File: config.mk
export PLATFORM = sky130hd
export DESIGN_NAME = dbg_hex_pager
export DESIGN_NICKNAME = d
export VERILOG_FILES = /design/src/rtl/dbg_hex_pager.sv
export SDC_FILE = /design/constraint.sdc
export NUM_CORES = 1
export LEC_CHECK = 0
export CORE_MARGIN = 5
export CORE_UTILIZATION = 30
export CTS_BUF_LIST = sky130_fd_sc_hd__clkbuf_2
export DETAILED_ROUTE_END_ITERATION = 10
export SLEW_MARGIN = 30
export SYNTH_ARGS = -nofsm -noshare
export SYNTH_HDL_FRONTEND = slang
export SYNTH_SLANG_ARGS = --single-unit
File: constraint.sdc
create_clock -name dbg_clk_i -period 4.6 [get_ports dbg_clk_i]
set_input_delay 0.69 -clock dbg_clk_i [delete_from_list [all_inputs] [get_ports dbg_clk_i]]
set_output_delay 0.69 -clock dbg_clk_i [all_outputs]
set_load 0.02 [all_outputs]
File: src/rtl/dbg_hex_pager.sv
// Debug word pager: shows two NUM_WORDS debug words per page on eight 7-segment digits,
// with debounced page-advance and freeze/snapshot pushbuttons.
module dbg_hex_pager #(
  parameter int unsigned NUM_WORDS    = 4,
  parameter int unsigned WORD_W       = 16,
  parameter int unsigned DEBOUNCE_CYC = 65536
) (
  input  logic                                                dbg_clk_i,
  input  logic                                                dbg_rstn_i,
  input  logic [NUM_WORDS*WORD_W-1:0]                         dbg_words_i,
  input  logic                                                dbg_nextn_i,
  input  logic                                                dbg_freezen_i,
  output logic [2*(WORD_W/4)*7-1:0]                           dbg_seg_o,
  output logic [(((NUM_WORDS/2) > 1) ? $clog2(NUM_WORDS/2) : 1)-1:0] dbg_page_o,
  output logic                                                dbg_frozen_o
);

  localparam int unsigned NUM_PAGES = NUM_WORDS / 2;
  localparam int unsigned DIGITS    = WORD_W / 4;
  localparam int unsigned SEG_W     = 2 * DIGITS * 7;
  localparam int unsigned PAGE_W    = (NUM_PAGES > 1) ? $clog2(NUM_PAGES) : 1;
  localparam int unsigned CNT_W     = $clog2(DEBOUNCE_CYC) + 1;
  localparam logic [CNT_W-1:0]  CNT_MAX   = CNT_W'(DEBOUNCE_CYC - 1);
  localparam logic [PAGE_W-1:0] PAGE_LAST = PAGE_W'(NUM_PAGES - 1);

  // Button index 0 = next, 1 = freeze.
  logic [1:0]                    btn_raw;
  logic [1:0]                    sync1_q, sync2_q, lvl_q, pulse_q;
  logic [CNT_W-1:0]              cnt_q [2];

  logic [NUM_WORDS*WORD_W-1:0]   live_q, snap_q, sel_w;
  logic [PAGE_W-1:0]             page_q, page_nxt;
  logic                          frozen_q;
  logic [WORD_W-1:0]             lo_w, hi_w;
  logic [SEG_W-1:0]              seg_q, seg_d;

  assign btn_raw = {dbg_freezen_i, dbg_nextn_i};

  function automatic logic [6:0] hex7(input logic [3:0] nib);
    case (nib)
      4'h0: hex7 = 7'h40;
      4'h1: hex7 = 7'h79;
      4'h2: hex7 = 7'h24;
      4'h3: hex7 = 7'h30;
      4'h4: hex7 = 7'h19;
      4'h5: hex7 = 7'h12;
      4'h6: hex7 = 7'h02;
      4'h7: hex7 = 7'h78;
      4'h8: hex7 = 7'h00;
      4'h9: hex7 = 7'h10;
      4'hA: hex7 = 7'h08;
      4'hB: hex7 = 7'h03;
      4'hC: hex7 = 7'h46;
      4'hD: hex7 = 7'h21;
      4'hE: hex7 = 7'h06;
      default: hex7 = 7'h0E;
    endcase
  endfunction

  // Accepted level flips only after DEBOUNCE_CYC consecutive differing samples;
  // the press pulse fires on the same edge the accepted level falls.
  always_ff @(posedge dbg_clk_i or negedge dbg_rstn_i) begin
    if (!dbg_rstn_i) begin
      sync1_q <= '1;
      sync2_q <= '1;
      lvl_q   <= '1;
      pulse_q <= '0;
      for (int unsigned i = 0; i < 2; i++) cnt_q[i] <= '0;
    end else begin
      sync1_q <= btn_raw;
      sync2_q <= sync1_q;
      for (int unsigned i = 0; i < 2; i++) begin
        pulse_q[i] <= 1'b0;
        if (sync2_q[i] == lvl_q[i]) begin
          cnt_q[i] <= '0;
        end else if (cnt_q[i] == CNT_MAX) begin
          lvl_q[i]   <= sync2_q[i];
          cnt_q[i]   <= '0;
          pulse_q[i] <= lvl_q[i];
        end else begin
          cnt_q[i] <= cnt_q[i] + CNT_W'(1);
        end
      end
    end
  end

  always_comb begin
    page_nxt = '0;
    if (NUM_PAGES > 1 && page_q != PAGE_LAST) page_nxt = page_q + PAGE_W'(1);
  end

  always_ff @(posedge dbg_clk_i or negedge dbg_rstn_i) begin
    if (!dbg_rstn_i) begin
      live_q   <= '0;
      snap_q   <= '0;
      page_q   <= '0;
      frozen_q <= 1'b0;
      seg_q    <= '1;
    end else begin
      live_q <= dbg_words_i;
      seg_q  <= seg_d;
      if (pulse_q[0]) page_q <= page_nxt;
      if (pulse_q[1]) begin
        frozen_q <= ~frozen_q;
        if (!frozen_q) snap_q <= live_q;
      end
    end
  end

  always_comb begin
    sel_w = frozen_q ? snap_q : live_q;
    lo_w  = '0;
    hi_w  = '0;
    seg_d = '1;
    for (int unsigned p = 0; p < NUM_PAGES; p++) begin
      if (page_q == PAGE_W'(p)) begin
        lo_w = sel_w[2*p*WORD_W +: WORD_W];
        hi_w = sel_w[(2*p+1)*WORD_W +: WORD_W];
      end
    end
    for (int unsigned d = 0; d < DIGITS; d++) begin
      seg_d[d*7 +: 7]          = hex7(lo_w[d*4 +: 4]);
      seg_d[(DIGITS+d)*7 +: 7] = hex7(hi_w[d*4 +: 4]);
    end
  end

  assign dbg_seg_o    = seg_q;
  assign dbg_page_o   = page_q;
  assign dbg_frozen_o = frozen_q;

endmodule

==> flow_metrics.py <==
metrics = {
    "global_route": {
        "largest_net_degree_at_the_start_of_global_routing": 95,
        "overflow": 0,
        "global_route_wire_length_before_repair_mm": 33.7,
        "first_global_vias": 6699,
        "groute.usage.overall_pct": 10.9,
        "initial_antenna_violation_count": 2,
    },
    "power_and_ir_drop": {
        "power_frac_comb_pct": 10.2,
        "clkPwrFrac_pct": 37.9,
        "ir_drop_mv": 0.161,
        "total_leakage_power_nw": 5.49,
        "power.switching_fraction_pct": 26.6,
        "power.switching_mw": 1.10,
        "total_power_mw": 4.13,
        "internal_power_mw": 3.04,
        "power_per_cell_area_nw_per_um2": 332,
        "pwr-share-seq_pct": 51.8,
    },
    "min_path": {
        "worst_min_delay_path_class": "primary input to flip-flop",
        "worst_hold_path.num_cells": 1,
    },
    "floorplanning": {
        "std_cell_rows": 67,
        "coreArea_um2": 33400,
        "start_util_pct": 30.3,
        "die_height_um": 193,
        "ioPinCount": 126,
        "dieArea_um2": 37400,
        "die_width_um": 193,
    },
    "critical_path": {
        "crit_path_start_kind": "flip-flop",
        "cp_num_buf_inv": 1,
        "worstSetupPathType": "flip-flop to output pin",
        "reg2regPathDepth": 6,
        "crit_path_cell_trace": "clkdlybuf4s50_1",
        "critPathArrivalTime_ns": 2.35,
        "worst_path_max_delay_cell": "sky130_fd_sc_hd__dfrtp_4",
        "number_of_cells_on_the_critical_path": 1,
        "cp_max_fo": 34,
        "endpoint_kind": "output pin",
        "critical_path.top_delay_family": "flip-flops",
        "cp_slowest_stage_delay_ns": 0.82,
        "cp_data_required_time_ns": 3.91,
    },
    "logic_synthesis": {
        "synth.distinct_cells": 43,
        "mappedNetlistArea_um2": 10100,
        "synthTopCellsByArea": "sky130_fd_sc_hd__dfrtp_1 41%, sky130_fd_sc_hd__dfstp_2 16%, sky130_fd_sc_hd__mux2_2 9.0%",
        "synthesis.instances": 740,
        "yosysWarningCount": 0,
        "mappedNetlistNets": 858,
        "synth-seq-area-share_pct": 57.3,
        "synth.ff_latch_count": 228,
        "synth_top_area_cell": "sky130_fd_sc_hd__dfrtp_1",
        "post-synth-top-area-fraction_pct": 41.1,
        "synth_area_per_cell_um2": 13.6,
    },
    "route": {
        "viasPerCell": 4.46,
        "wl_met3_mm": 1.27,
        "vias": 6307,
        "first_pass_iters": 4,
        "remaining_drc_errors": 0,
        "top_sig_layer": "met5",
        "first_iter_violations": 218,
        "wire_length_on_met2_mm": 9.41,
        "detail-route-antenna-nets": 0,
        "drt-wirelength-per-cell_um": 14.2,
        "routedLengthMet1_mm": 8.88,
        "postRouteWirelength_mm": 20.1,
    },
    "timing": {
        "timing_hold_violations_final": 0,
        "max_freq_mhz": 329,
        "fin_tns_setup_ns": 0,
        "fin_ws_ns": 1.56,
        "worst_slew_margin_rel_pct": 37.8,
        "fin_skew_ns": 0.0513,
        "min_period_over_period_pct": 66.1,
        "tightest_slew_ns": 0.933,
        "hold-worst-slack_ns": 0.305,
        "grt_setup_unrepaired": "no",
        "period_minus_slack_ns": 3.04,
        "finalMaxSlewViolations": 0,
        "finalSetupViolCount": 0,
    },
    "clock_network": {
        "clk_pin_slew_worst_paths_ns": 0.09,
        "post_cts.repair.setup_buffers": 0,
        "cts_sinks": 228,
        "clk_latency_ns": 0.83,
        "cts.path.max_buffers": 3,
        "h_tree_levels": 3,
        "cts_inserted_buffers": 66,
        "cts-root-buf": "sky130_fd_sc_hd__clkbuf_2",
        "tritoncts": "yes",
    },
    "final_layout": {
        "nNetsFinal": 1029,
        "layout-area-overhead-vs-synth_pct": 23.5,
        "share_of_final_layout_standard_cells_stronger_than_drive_strength_1_pct": 31.7,
        "fin_util_pct": 37.4,
        "post-route-cell-area_um2": 12500,
        "mostFrequentLayoutCells": "164 x sky130_fd_sc_hd__dfrtp_1, 124 x sky130_fd_sc_hd__clkdlybuf4s50_1, 106 x sky130_fd_sc_hd__clkbuf_2",
        "stdcell_count": 1414,
        "layout.cells.most_common": "sky130_fd_sc_hd__dfrtp_1",
    },
    "placed_design": {
        "place_congestion": 0.819,
        "hpwl_mm": 13.0,
        "placed_cell_area_um2": 11800,
        "io_buffer_count": 125,
        "detailedPlace.worstSlack_ns": 1.87,
        "placedCellCount": 1290,
    },
    "status": {
        "status": "finished clean",
    },
    "flow_run": {
        "cap_violations": 0,
    },
}
registers in the layout, summed over array words and instances, names as in the netlist, 2 cells and up:
register	flops
sync1_q	2
lvl_q	2
sync2_q	2
dbg_seg_o	56
cnt_q	34
snap_q	64
pulse_q	2
live_q	64
Yosys cell counts, drive strengths merged:
cell and instances:
and3 7, o31ai 10, o211a 1, xor2 11, o21ai 27, nor4 7
nand2b 9, nand4 6, nand2 41, o21a 24, inv 28, nor2b 16
mux2 82, or3 6, buf 25, clkbuf 1, and2 9, nor3 4
dfrtp 166, nor3b 2, a21oi 10, or4 2, nor2 39, dfstp 62
a22oi 8, xnor2 18, a22o 8, a21boi 1, mux4 32, o2bb2ai 8
ha 50, nand3 20
kinds of logic after synthesis:
family          Yosys count  synth area share (%)
compound gates           97                  6.69
xor+xnor                 29                  2.52
fa+ha+maj                50                  6.20
buf+inv                  54                  2.55
flops                   228                  57.3
mux                     114                  16.3
simple gates            168                  8.46
power groups by stage:
stage / clock network [mW] / logic, mW / registers [mW]
finish: 1.57 / 0.424 / 2.14
global route: 1.79 / 0.467 / 2.15
CTS: 1.68 / 0.432 / 2.14
detailed placement: 0 / 0.428 / 2.18
global placement: 0 / 0.428 / 2.18
floorplan: 0 / 0.157 / 2.23
final cells by class:
cell class,instances,area (um2)
fillers,3287,20900
flip-flops and latches,228,5790
multi-input cells,458,4070
repair buffers,129,1300
well taps,448,561
clock buffers,106,531
clock inverters,16,115
inverters,28,105
diodes,1,2.50
metal layers:
layer	vias up	track usage, %
met4	2	4.90
met5	-	0
met1	3102	13.4
met3	42	4.04
met2	159	17.2
li1	3002	-
final timing paths:
path	from	to	slack, ns
worst min register to register	sync1_q[0]$_DFF_PN1_	sync2_q[0]$_DFF_PN1_	0.36
min in group asynchronous	dbg_rstn_i	live_q[9]$_DFF_PN0_	0.50
worst min-delay path	dbg_nextn_i	sync1_q[0]$_DFF_PN1_	0.30
worst max register to register	dbg_frozen_o$_DFFE_PN0P_	dbg_seg_o[21]$_DFF_PN1_	1.95
max in group asynchronous	dbg_rstn_i	dbg_page_o$_DFFE_PN0P_	2.97
worst max-delay path	dbg_page_o$_DFFE_PN0P_	dbg_page_o	1.56
timing repair:
| action | CTS | global route |
|---|---|---|
| resized for setup | 0 | 0 |
| hold buffers | 1 | 0 |
| hold endpoints to repair | 62 | 0 |
No activity file was read; power rests on OpenSTA's default activity.
